### src/rtl/mips_pkg.sv
// Shared types and defaults for the MIPS pipeline: word/address types,
// fetch FSM states and the reset/bubble encodings.
package mips_pkg;

    typedef logic [31:0] word_t;
    typedef logic [31:0] addr_t;

    localparam addr_t DEFAULT_RESET_PC = 32'h0000_0000;
    localparam word_t DEFAULT_NOP_INST = 32'h0000_0000;

    // Instruction fetch always targets word boundaries.
    localparam addr_t WORD_ALIGN_MASK  = 32'hFFFF_FFFC;
    localparam addr_t PC_STEP          = 32'd4;

    typedef enum logic [1:0] {
        BOOT   = 2'd0,
        RUN    = 2'd1,
        HALTED = 2'd2
    } fetch_state_t;

endpackage

### src/rtl/fetch_next_pc.sv
// Combinational next-PC helper: sequential PC+4 plus the prioritised
// redirect target (jr > j > branch), forced onto a word boundary.
module fetch_next_pc
    import mips_pkg::*;
(
    input  addr_t i_pc,
    input  logic  i_branch,
    input  addr_t i_branch_target,
    input  logic  i_jump,
    input  addr_t i_jump_target,
    input  logic  i_jump_reg,
    input  addr_t i_jump_reg_target,
    output addr_t o_pc_plus4,
    output logic  o_redirect,
    output addr_t o_redirect_pc
);

    addr_t w_target;

    always_comb begin
        w_target = i_branch_target;
        if (i_jump)
            w_target = i_jump_target;
        if (i_jump_reg)
            w_target = i_jump_reg_target;
    end

    assign o_pc_plus4    = i_pc + PC_STEP;
    assign o_redirect    = i_branch | i_jump | i_jump_reg;
    assign o_redirect_pc = w_target & WORD_ALIGN_MASK;

endmodule

### src/rtl/instruction_fetch_unit.sv
// Fetch stage: owns the PC, drives the instruction memory address and fills
// the IF/ID register, honouring halt, redirect and stall from decode.
module instruction_fetch_unit
    import mips_pkg::*;
#(
    parameter addr_t RESET_PC = DEFAULT_RESET_PC,
    parameter word_t NOP_INST = DEFAULT_NOP_INST
)(
    input  logic        Clk,
    input  logic        Rst_n,
    output logic [31:0] Addr,
    input  logic [31:0] Inst,
    input  logic        Stall,
    input  logic        Branch,
    input  logic [31:0] BranchTarget,
    input  logic        Jump,
    input  logic [31:0] JumpTarget,
    input  logic        JumpReg,
    input  logic [31:0] JumpRegTarget,
    input  logic        Halt,
    output logic [31:0] IF_ID_Inst,
    output logic [31:0] IF_ID_PCPlus4,
    output logic        IF_ID_Valid,
    output logic        Halted,
    output logic [31:0] FetchCount
);

    fetch_state_t r_state, w_state_next;
    addr_t        r_pc, w_pc_next;
    word_t        r_if_inst, w_if_inst_next;
    addr_t        r_if_pc4, w_if_pc4_next;
    logic         r_if_valid, w_if_valid_next;
    word_t        r_fetch_count, w_fetch_count_next;

    addr_t        w_pc_plus4;
    logic         w_redirect;
    addr_t        w_redirect_pc;

    fetch_next_pc u_next_pc (
        .i_pc              (r_pc),
        .i_branch          (Branch),
        .i_branch_target   (BranchTarget),
        .i_jump            (Jump),
        .i_jump_target     (JumpTarget),
        .i_jump_reg        (JumpReg),
        .i_jump_reg_target (JumpRegTarget),
        .o_pc_plus4        (w_pc_plus4),
        .o_redirect        (w_redirect),
        .o_redirect_pc     (w_redirect_pc)
    );

    always_ff @(posedge Clk or negedge Rst_n) begin
        if (!Rst_n) begin
            r_state       <= BOOT;
            r_pc          <= RESET_PC;
            r_if_inst     <= NOP_INST;
            r_if_pc4      <= '0;
            r_if_valid    <= 1'b0;
            r_fetch_count <= '0;
        end else begin
            r_state       <= w_state_next;
            r_pc          <= w_pc_next;
            r_if_inst     <= w_if_inst_next;
            r_if_pc4      <= w_if_pc4_next;
            r_if_valid    <= w_if_valid_next;
            r_fetch_count <= w_fetch_count_next;
        end
    end

    always_comb begin
        w_state_next       = r_state;
        w_pc_next          = r_pc;
        w_if_inst_next     = r_if_inst;
        w_if_pc4_next      = r_if_pc4;
        w_if_valid_next    = r_if_valid;
        w_fetch_count_next = r_fetch_count;

        case (r_state)
            BOOT: begin
                // Settling cycle for the memory: PC stays put, IF/ID gets a bubble.
                w_state_next    = RUN;
                w_if_inst_next  = NOP_INST;
                w_if_pc4_next   = '0;
                w_if_valid_next = 1'b0;
            end
            RUN: begin
                if (Halt) begin
                    w_state_next    = HALTED;
                    w_if_inst_next  = NOP_INST;
                    w_if_pc4_next   = '0;
                    w_if_valid_next = 1'b0;
                end else if (w_redirect) begin
                    // The instruction fetched this cycle is on the wrong path.
                    w_pc_next       = w_redirect_pc;
                    w_if_inst_next  = NOP_INST;
                    w_if_pc4_next   = '0;
                    w_if_valid_next = 1'b0;
                end else if (!Stall) begin
                    w_pc_next          = w_pc_plus4;
                    w_if_inst_next     = Inst;
                    w_if_pc4_next      = w_pc_plus4;
                    w_if_valid_next    = 1'b1;
                    w_fetch_count_next = r_fetch_count + 32'd1;
                end
            end
            HALTED: begin
                w_if_inst_next  = NOP_INST;
                w_if_pc4_next   = '0;
                w_if_valid_next = 1'b0;
            end
            default: begin
                w_state_next    = BOOT;
                w_pc_next       = RESET_PC;
                w_if_inst_next  = NOP_INST;
                w_if_pc4_next   = '0;
                w_if_valid_next = 1'b0;
            end
        endcase
    end

    assign Addr          = r_pc;
    assign IF_ID_Inst    = r_if_inst;
    assign IF_ID_PCPlus4 = r_if_pc4;
    assign IF_ID_Valid   = r_if_valid;
    assign Halted        = (r_state == HALTED);
    assign FetchCount    = r_fetch_count;

endmodule

### config.mk
export PLATFORM = sky130hd
export DESIGN_NAME = instruction_fetch_unit
export DESIGN_NICKNAME = d
export VERILOG_FILES = /design/src/rtl/mips_pkg.sv /design/src/rtl/fetch_next_pc.sv /design/src/rtl/instruction_fetch_unit.sv
export SDC_FILE = /design/constraint.sdc
export NUM_CORES = 1
export LEC_CHECK = 0
export CAP_MARGIN = 20
export CORE_MARGIN = 10
export CORE_UTILIZATION = 40
export CTS_CLUSTER_SIZE = 30
export DETAILED_ROUTE_END_ITERATION = 8
export PLACE_DENSITY = 0.77
export SYNTH_ARGS = -nofsm -noshare
export SYNTH_HDL_FRONTEND = slang
export SYNTH_SLANG_ARGS = --single-unit
### constraint.sdc
create_clock -name Clk -period 2.05 [get_ports Clk]
set_input_delay 0.615 -clock Clk [delete_from_list [all_inputs] [get_ports Clk]]
set_output_delay 0.615 -clock Clk [all_outputs]
set_load 0.01 [all_outputs]
* Word-level counts from Yosys, hierarchy flattened
Cells that the tools add are included.
Storage, ports and cells: memory bits (read-only) 0, input port bits 135, RAM bits 0, register bits 131, memories 0, output and inout port bits 130, latch bits 0
Cells by class: eq/ne operators 6, add/sub/neg operators 2, div/mod/pow operators 0, reduce and logical (&&, ||, !) cells 5, $mul 0, shift-type cells 0, bitwise operators 7, magnitude comparators 0, mux-type cells 19
Operators by type and width (count):
- $mux W32 | 12
- $pmux W32 S2 | 1
- $add A32 B1 Y32 const B | 1
- $add A32 B3 Y32 const B | 1
- $pmux W2 S3 | 1
- $not A1 Y1 | 5
- $mux W1 | 4
- $ne A2 B2 Y1 const B | 2
- $ne A4 B3 Y1 const B | 1
- $reduce_and A4 Y1 | 1
- $ne A3 B2 Y1 const B | 1
- $reduce_and A3 Y1 | 1
- $eq A2 B1 Y1 const B | 1
- $eq A2 B2 Y1 const B | 1
- $logic_not A2 Y1 | 1
- $mux W2 | 1
- $or A1 B1 Y1 | 2
- $reduce_and A2 Y1 | 1
- $reduce_or A2 Y1 | 1

* Depth between registers and ports, before layout
Gate-level depths: netlist of the first run.
word-level depth 5, gate-level depth with buffers 9, gate-level depth less buffers 6

* Cells and area by module
From an unflattened synthesis of the first run, not the netlist that was laid out.
Second synthesis, totals: cells, all modules 598, area, all modules 6713.9 um^2
Modules (own cells, without submodules):
- instruction_fetch_unit | area each 5471.5 um^2, times used 1, seq. area each 3278.1 um^2, cells each 409
- fetch_next_pc | area each 1242.4 um^2, times used 1, seq. area each 0.0 um^2, cells each 189

* Worst setup path after synthesis of the first run
OpenSTA, ideal clock, no wires.
path kind input port to flip-flop, from input port Jump, to register r_fetch_count[21], in the netlist FetchCount[21], setup slack -155 ps, stages 9, arrival 2079 ps, path buffers 4, path through buf_6 -> or3_1 -> buf_6 -> nor3_4 -> buf_6 -> and4_4 -> buf_12 -> nand3_2 -> xnor2_1
Between the ends: longest elaborated chain between the ends 4
Ends and longest elaborated chain:
- start, declared | line instruction_fetch_unit.sv:16 | input logic Jump,
- $or A1 B1 Y1 (2 in a row) | line fetch_next_pc.sv:29 | assign o_redirect = i_branch | i_jump | i_jump_reg;
- $not A1 Y1 (no source line)
- $reduce_and A4 Y1 (no source line)
- end signal, assigned | line instruction_fetch_unit.sv:66 | r_fetch_count <= w_fetch_count_next;
- end, declared | line instruction_fetch_unit.sv:33 | word_t r_fetch_count, w_fetch_count_next;
No other way between the ends. A chain may end at the register's enable or synchronous reset.

* Final worst setup path of the first run
from register r_fetch_count[15], in the netlist FetchCount[15], to output port FetchCount[15]
RTL lines:
- end, declared | line instruction_fetch_unit.sv:25 | output logic [31:0] FetchCount
No word-level cell between the ends.

==> metrics.txt, run 1 <==
Synth Area in Adders 0.00368; Worst VDD drop 0.000654 V; FF+latch area 3210 um^2; Synth cell types 64; Avg Inst Size Synth 9.60 um^2; post-synthesis mux area share 0.0517; worst-path maximum fanout 4; initial antenna violation count 0; grt ovf 0; post-synthesis xor/xnor area fraction 0.0606; nature of the critical path endpoint output pin; Crit path largest cell delay 0.57 ns; Routed Antenna Nets 0; Comb pwr share 0.338; hold slack 0.465 ns; clock-pin slew on the worst setup and hold paths 0.06 ns; CTS root buf clkbuf_16; Peak Freq 498 MHz; R2R depth 6; commonest cells after routing, fill and taps aside clkdlybuf4s50_1 (210), dfrtp_1 (120), buf_4 (81); Critical path origin FetchCount[15]; worst reg2reg startpoint Addr[2]; TritonRoute pass-1 iters 5; switching power of the nets 3010 uW; Avg WL per Cell 18.9 um; final net count 1167; reg2reg end Addr[24]; global-route wire length before repair 37.1 mm; # fillers 1384; minimum clock period 2.01 ns; Via-to-Cell Ratio 5.33; Synth Instances 708; final non-filler cell total 1263; Inst Count DP 1217; clock share of power 0.328; LEAKAGE 0.00490 uW; register area share after synthesis 0.471; CP Buf/Inv Count 1; Synth Area in Compound Gates 0.174; Placed Area 10100 um^2; Placeable Area 16600 um^2; Vias 6732; critical-path cell list clkdlybuf4s50_1; ys flop type dfrtp_1; status finished clean; WS Path Type reg2out; max cap viols 0; synthesized flop and latch total 128; Fin. Hold Viols 0; Power Internal 6200 uW; clock sinks 128; ys async rst share 1.00; Area contributors post-synth dfrtp_1 (47%), mux2i_1 (5.0%), xnor2_1 (4.8%); IO Count 265; synthesized area 6800 um^2; critical path depth 1; Die Wd 150 um; Slew Limit Fails 0; largest net degree at the start of global routing 73; Final period util 0.979; cell area after layout 10800 um^2; Final Wtd Congestion 0.886; vias in the first global route 6899; Post-synth EDFFs 0; post-layout power 9210 uW; endpoints failing setup 0; sequential power share 0.334; CP Capture Point FetchCount[15]; Post-Route Skew 0.0100 ns; H-tree Lvls 4; worst skew pair latency 0.42 ns; required time worst endpoint 1.43 ns; commonest non-fill, non-tap cell in the layout clkdlybuf4s50_1; largest area contributor in the netlist dfrtp_1; row count 47; P per Cell Area 849 nW/um^2; Worst path slowest cell clkdlybuf4s50_1; Remaining DRCs 0; Die Y 150 um; Inserted Diodes 0; Total Routing Usage GR 0.208; CTS tree done; DP HPWL 18.3 mm; Hold Crit Class reg2reg; die area 22600 um^2; Post-Route WL 23.9 mm; reg2reg setup slack 0.12 ns; Initial Util 0.408; ratio of cells with drive above 1 in the final layout 0.158; Inserted Clock Buffers 17; top cell type's share of synthesized area 0.471; clk buf depth 2; 1st-iter DRT viols 418; synthesis-to-layout area growth 59.6%; Worst setup SP type flop; crit-path leading delay family buffers and inverters; largest family of logic cells by synthesized area simple AND/OR/NAND/NOR gates; Arr. time, crit path 1.39 ns; yosys warns 0; footprint of the multi-input gates 3330 um^2; port bufs 256; Simple-Gate Fraction of Synth Area 0.195; switch share 0.327
==> layer usage <==
metal | track usage | routed length [um]
met5 | 0 | 0
met4 | 0.0607 | 403
met3 | 0.0825 | 2390
met2 | 0.347 | 11700
met1 | 0.242 | 9450
==> cell type report <==
cell class / instances / share of cell area
repair buffers: 351 / 0.314
multi-input cells: 520 / 0.307
clock buffers: 18 / 0.0396
clock inverters: 14 / 0.0144
well taps: 220 / 0.0254
inverters: 12 / 0.00415
flip-flops and latches: 128 / 0.296
==> Yosys cell counts (15+ instances only) <==
library cell  instances
o21ai_0              53
dfrtp_1             128
a21oi_1              33
mux2i_1              34
nand4_1              16
nor2_1               54
nand3_1              15
xnor2_1              37
nand2_1              75
o22ai_1              17
clkbuf_1             26
and3_1               17
==> power by group through the flow <==
stage                     combinational, uW  clock (uW)  sequential [uW]
after CTS                              3120        3070             3070
after global routing                   3400        3190             3120
after floorplan                        1090           0             3370
after global placement                 3160           0             3120
final                                  3120        3020             3070
after detailed placement               3200           0             3130
==> worst min path at each step <==
stage | from | endpoint | slack, ns | depth (start not counted)
finish | FetchCount[31] | FetchCount[31] | 0.47 | 1
detailed placement | Rst_n | Addr[7] | 0.44 | 1
floorplan | Rst_n | Addr[10] | 0.32 | 0
CTS | FetchCount[31] | FetchCount[31] | 0.47 | 1
global route | FetchCount[31] | FetchCount[31] | 0.50 | 1
global placement | Rst_n | Addr[7] | 0.44 | 1
==> sequential cells by signal, summed over array words and instances (netlist names) <==
| signal | count |
|---|---|
| Addr | 30 |
| IF_ID_Valid | 1 |
| IF_ID_PCPlus4 | 31 |
| FetchCount | 32 |
| r_state | 2 |
| IF_ID_Inst | 32 |
==> stage by stage <==
step	TNS (ns)	util	setup slack (ns)
final	0	0.652	0.0428
after global placement	-58.46	0.609	-0.547
after detailed placement	-65.58	0.609	-0.619
after global routing	-0.00782	0.652	-0.00447
after floorplan	-0.595	-	-0.0677
after CTS	0	0.645	0.00152
==> cell families (layout without fill, tap and decap cells) <==
kind of cell	Yosys count	after routing
AO/OA/AOI/OAI	180	180
XOR/XNOR	47	47
AND/OR/NAND/NOR	254	254
multiplexers	35	35
buffers and inverters	61	395
flip-flops	128	128
adder cells (fa/ha/maj)	2	2
other	1	2
==> what timing repair did <==
action | in CTS | in global routing
setup endpoints to repair | 149 | 35
hold buffers | 1 | 0
pin swaps | 3 | 7
endpoints found under the hold margin | 4 | 0
buffers inserted | 3 | 10
resized for setup | 46 | 18
Power figures use the tool's default switching activity.
==> run 2: changes to the inputs <==
Settings changed: CORE_MARGIN 10 to unset, CTS_CLUSTER_SIZE 30 to unset.
==> metrics.txt, run 2 (synthesis gave the netlist of run 1 again) <==
Initial Util 0.410 (+0.00145); CP Capture Point FetchCount[12]; FF+latch area 3210 um^2 (unchanged); endpoints failing setup 0 (unchanged); Routed Antenna Nets 0 (unchanged); footprint of the multi-input gates 3340 um^2 (+0.53%); Critical path origin FetchCount[12]; Die Wd 132 um (-12%); final net count 1175 (+0.69%); commonest non-fill, non-tap cell in the layout clkdlybuf4s50_1; H-tree Lvls 4 (unchanged); status finished clean; Placeable Area 16600 um^2 (-0.35%); clock sinks 128 (unchanged); 1st-iter DRT viols 359 (-14%); Worst path slowest cell clkdlybuf4s50_1; Total Routing Usage GR 0.256 (+0.0475); Final period util 0.979 (about the same); synthesis-to-layout area growth 60.9%; Inserted Clock Buffers 17 (unchanged); WS Path Type reg2out; Setup TNS 0 ns (unchanged); grt ovf 0 (unchanged); LEAKAGE 0.00488 uW (-0.56%); reg2reg end Addr[31]; critical path depth 1 (unchanged); initial antenna violation count 0 (unchanged); Crit path largest cell delay 0.56 ns (about the same); Die Y 132 um (-12%); Final Wtd Congestion 0.948 (+7.0%); worst reg2reg startpoint Addr[4]; die area 17500 um^2 (-23%); row count 47 (unchanged); post-route setup slack 0.0426 ns (-0.000265 ns); clk buf depth 2 (unchanged); Worst VDD drop 0.000676 V (+3.5%); Vias 6852 (+1.8%); TritonRoute pass-1 iters 5 (unchanged); pre-CTS setup slack -0.544 ns (+0.0748 ns); Final Util 0.660 (+0.00767); ratio of cells with drive above 1 in the final layout 0.163 (+0.00450); Inserted Diodes 0 (unchanged); hold slack 0.0441 ns (-0.421 ns); R2R depth 6 (unchanged); max cap viols 0 (unchanged); nature of the critical path endpoint output pin; commonest cells after routing, fill and taps aside clkdlybuf4s50_1 (221), dfrtp_1 (120), buf_4 (91); port bufs 256 (unchanged); CTS root buf clkbuf_16; IO Count 265 (unchanged); minimum clock period 2.01 ns (+0.000265 ns); Hold Crit Class in2async; Inst Count DP 1216 (-0.082%); reg2reg setup slack 0.11 ns (about the same); worst-path maximum fanout 5 (+1); worst skew pair latency 0.42 ns (about the same); Peak Freq 498 MHz (about the same); crit-path leading delay family buffers and inverters; Slew Limit Fails 0 (unchanged); global-route wire length before repair 35.0 mm (-5.6%); P per Cell Area 869 nW/um^2 (+2.4%); Via-to-Cell Ratio 5.39 (+1.1%); Fin. Hold Viols 0 (unchanged); DP HPWL 16.0 mm (-13%); Post-Route Skew 0.0111 ns (+0.00109 ns); required time worst endpoint 1.43 ns (about the same); Arr. time, crit path 1.39 ns (about the same); Worst setup SP type flop; vias in the first global route 6845 (-0.78%); largest net degree at the start of global routing 45 (-38%); Remaining DRCs 0 (unchanged); final non-filler cell total 1271 (+0.63%); # fillers 1360 (-1.7%); Avg WL per Cell 17.3 um (-8.8%); CTS tree done; critical-path cell list clkdlybuf4s50_1; CP Buf/Inv Count 1 (unchanged); clock-pin slew on the worst setup and hold paths 0.06 ns (about the same); Post-Route WL 22.0 mm (-8.2%)
==> run 2: report_power, final <==
group	internal, uW	total (uW)	switching (uW)
clock network	2190	3290	1110
logic	1590	3160	1580
registers	2840	3060	212
total	6610	9510	2890
==> run 2: cell type report <==
class	count	area share
Inverter	12	0.00412
Clock inverter	10	0.0168
Multi-Input combinational cell	521	0.306
Clock buffer	22	0.0415
Tap cell	220	0.0252
Timing Repair Buffer	358	0.313
Sequential cell	128	0.294
==> run 2: per-layer routing <==
metal	vias up	global-route usage	wire (um)
met5	-	0	0
li1	3228	-	-
met3	58	0.0792	1640
met1	3277	0.313	9000
met2	289	0.415	10600
met4	0	0.114	719
==> run 2: worst min-delay path by stage <==
| stage | startpoint | end | slack (ns) | depth (start not counted) |
|---|---|---|---|---|
| 2_1_floorplan | Rst_n | Addr[10] | 0.32 | 0 |
| 3_3_place_gp | FetchCount[31] | FetchCount[31] | 0.46 | 1 |
| 3_5_place_dp | FetchCount[31] | FetchCount[31] | 0.46 | 1 |
| 4_1_cts | Rst_n | IF_ID_PCPlus4[19] | 0.04 | 1 |
| 5_1_grt | Rst_n | IF_ID_PCPlus4[19] | 0.04 | 1 |
| 6_report | Rst_n | IF_ID_PCPlus4[19] | 0.04 | 1 |
==> run 2: per-stage QoR <==
stage	total power, uW	area (um^2)
finish	9510	10900
global route	9990	10900
CTS	9510	10800
detailed placement	6260	10100
global placement	6200	10100
floorplan	4460	6810
==> run 2: timing repair <==
item / CTS / global route
hold buffers: 0 / 0
setup endpoints to repair: 103 / 41
buffers inserted: 8 / 14
pin swaps: 6 / 5
gates resized for setup: 37 / 16
cloned: 1 / 0
==> run 3: changes to the inputs <==
Settings changed: CORE_UTILIZATION 40 to 41, CTS_BUF_LIST set to sky130_fd_sc_hd__clkbuf_4, PLACE_DENSITY 0.77 to 0.79.
==> metrics.txt, run 3 (synthesis gave the netlist of run 1 again) <==
status finished clean; 1st-iter DRT viols 376 (+4.7%); Peak Freq 497 MHz (-0.14%); final net count 1203 (+2.4%); Die Y 131 um (-1.2%); global-route wire length before repair 34.0 mm (-3.1%); CTS root buf clkbuf_4; crit-path leading delay family buffers and inverters; CTS tree done; CP Buf/Inv Count 4 (+3); Post-Route Skew 0.0134 ns (+0.00229 ns); Setup TNS 0 ns (unchanged); pre-CTS setup slack -0.495 ns (+0.0493 ns); max cap viols 0 (unchanged); die area 17100 um^2 (-2.4%); CP dominant cell by count o21ai_0; Placeable Area 16100 um^2 (-3.2%); Inserted Clock Buffers 17 (unchanged); Die Wd 131 um (-1.2%); initial antenna violation count 0 (unchanged); Total Routing Usage GR 0.262 (+0.00681); nature of the critical path endpoint flop; critical-path cell list clkdlybuf4s50_1 > buf_4 > clkinv_1 > buf_12 > o221a_2 > o21ai_0 > o21ai_0 > o2bb2ai_1; WS Path Type in2reg; Slew Limit Fails 0 (unchanged); Hold Crit Class reg2reg; Inst Count DP 1219 (+0.25%); clock sinks 128 (unchanged); Vias 6863 (+0.16%); largest net degree at the start of global routing 59 (+31%); Avg WL per Cell 16.8 um (-3.0%); worst-path maximum fanout 15 (+10); Via-to-Cell Ratio 5.30 (-1.7%); H-tree Lvls 4 (unchanged); Worst path slowest cell clkdlybuf4s50_1; Initial Util 0.423 (+0.0134); Post-Route WL 21.7 mm (-1.1%); clk buf depth 2 (unchanged); IO Count 265 (unchanged); Final Wtd Congestion 0.927 (-2.2%); ratio of cells with drive above 1 in the final layout 0.190 (+0.0275); Worst VDD drop 0.000625 V (-7.6%); DP HPWL 16.1 mm (+0.51%); row count 46 (-2.1%); Worst setup SP type primary input; Final period util 0.981 (+0.00137); Routed Antenna Nets 0 (unchanged); Placed Area 10200 um^2 (+0.56%); minimum clock period 2.01 ns (+0.00280 ns); Fin. Hold Viols 0 (unchanged); required time worst endpoint 2.47 ns (+1.04 ns); synthesis-to-layout area growth 57.8%; endpoints failing setup 0 (unchanged); Crit path largest cell delay 0.56 ns (about the same); # fillers 1323 (-2.7%); worst skew pair latency 0.53 ns (+0.11 ns); vias in the first global route 6660 (-2.7%); final non-filler cell total 1295 (+1.9%); grt ovf 0 (unchanged); post-route setup slack 0.0398 ns (-0.00280 ns); commonest non-fill, non-tap cell in the layout clkdlybuf4s50_1; LEAKAGE 0.00523 uW (+7.4%); port bufs 256 (unchanged); P per Cell Area 767 nW/um^2 (-12%); Arr. time, crit path 2.43 ns (+1.04 ns); TritonRoute pass-1 iters 5 (unchanged); cell area after layout 10700 um^2 (-1.9%); clock-pin slew on the worst setup and hold paths 0.11 ns (+0.05 ns); Remaining DRCs 0 (unchanged); commonest cells after routing, fill and taps aside clkdlybuf4s50_1 (126), buf_4 (121), dfrtp_1 (119)
-- run 3: cell types whose count changed in the layout (fill, tap and decap cells not counted), moves of 2 or more --
| cell | delta |
|---|---|
| clkdlybuf4s50_1 | -95 |
| dlygate4sd2_1 | +82 |
| buf_4 | +30 |
| clkbuf_4 | +19 |
| clkdlybuf4s15_1 | +19 |
| clkbuf_16 | -17 |
| dlymetal6s2s_1 | -6 |
| clkbuf_1 | -4 |
| buf_6 | -3 |
| and3_4 | +2 |
| clkinv_2 | +2 |
| nor3_1 | -2 |
| nor3_2 | +2 |
-- run 3: routing by layer --
metal	vias up	share of wire	global-route usage
met3	32	0.074	0.0822
li1	3289	-	-
met1	3271	0.42	0.324
met2	271	0.49	0.429
met4	0	0.024	0.101
met5	-	0	0
-- run 3: cell type report --
type | instances | area, um^2 | share of cell area
tap | 216 | 270 | 0.0252
multi-input combinational | 520 | 3360 | 0.313
sequential | 128 | 3210 | 0.300
antenna | 1 | 2.50 | 0.000233
inverter | 12 | 45.0 | 0.00420
clock inverter | 12 | 168 | 0.0156
timing repair buffer | 387 | 3530 | 0.329
clock buffer | 19 | 143 | 0.0133
-- run 3: repair_timing --
action / CTS / global route
endpoints found under the setup margin: 128 / 39
hold buffers: 1 / 0
setup buffers: 38 / 5
pin swaps: 0 / 2
endpoints found under the hold margin: 23 / 0
resized for setup: 139 / 34
-- run 3: path summary, 6_finish.rpt --
path	start	to	slack, ns	cells after the start
max in group asynchronous	Rst_n	FetchCount[10]	0.85	3
min	FetchCount[31]	FetchCount[31]	0.46	1
max reg2reg	Addr[4]	Addr[31]	0.07	6
min in group asynchronous	Rst_n	Addr[19]	0.52	2
min reg2reg	FetchCount[31]	FetchCount[31]	0.46	1
max	Jump	Addr[22]	0.04	8
-- run 3: report_power, final --
group	internal (uW)	total (uW)	switching [uW]
registers	2840	3040	201
logic	1640	3270	1630
clock network	977	1910	937
total	5460	8220	2760
-- run 3: per-stage QoR --
| stage | hold WS (ns) | power (uW) | utilization |
|---|---|---|---|
| 6_report | 0.462 | 8220 | 0.668 |
| 5_1_grt | 0.462 | 8700 | 0.668 |
| 4_1_cts | 0.467 | 8160 | 0.661 |
| 3_5_place_dp | 0.458 | 6280 | 0.632 |
| 3_3_place_gp | 0.455 | 6230 | 0.632 |
| 2_1_floorplan | 0.319 | 4460 | - |
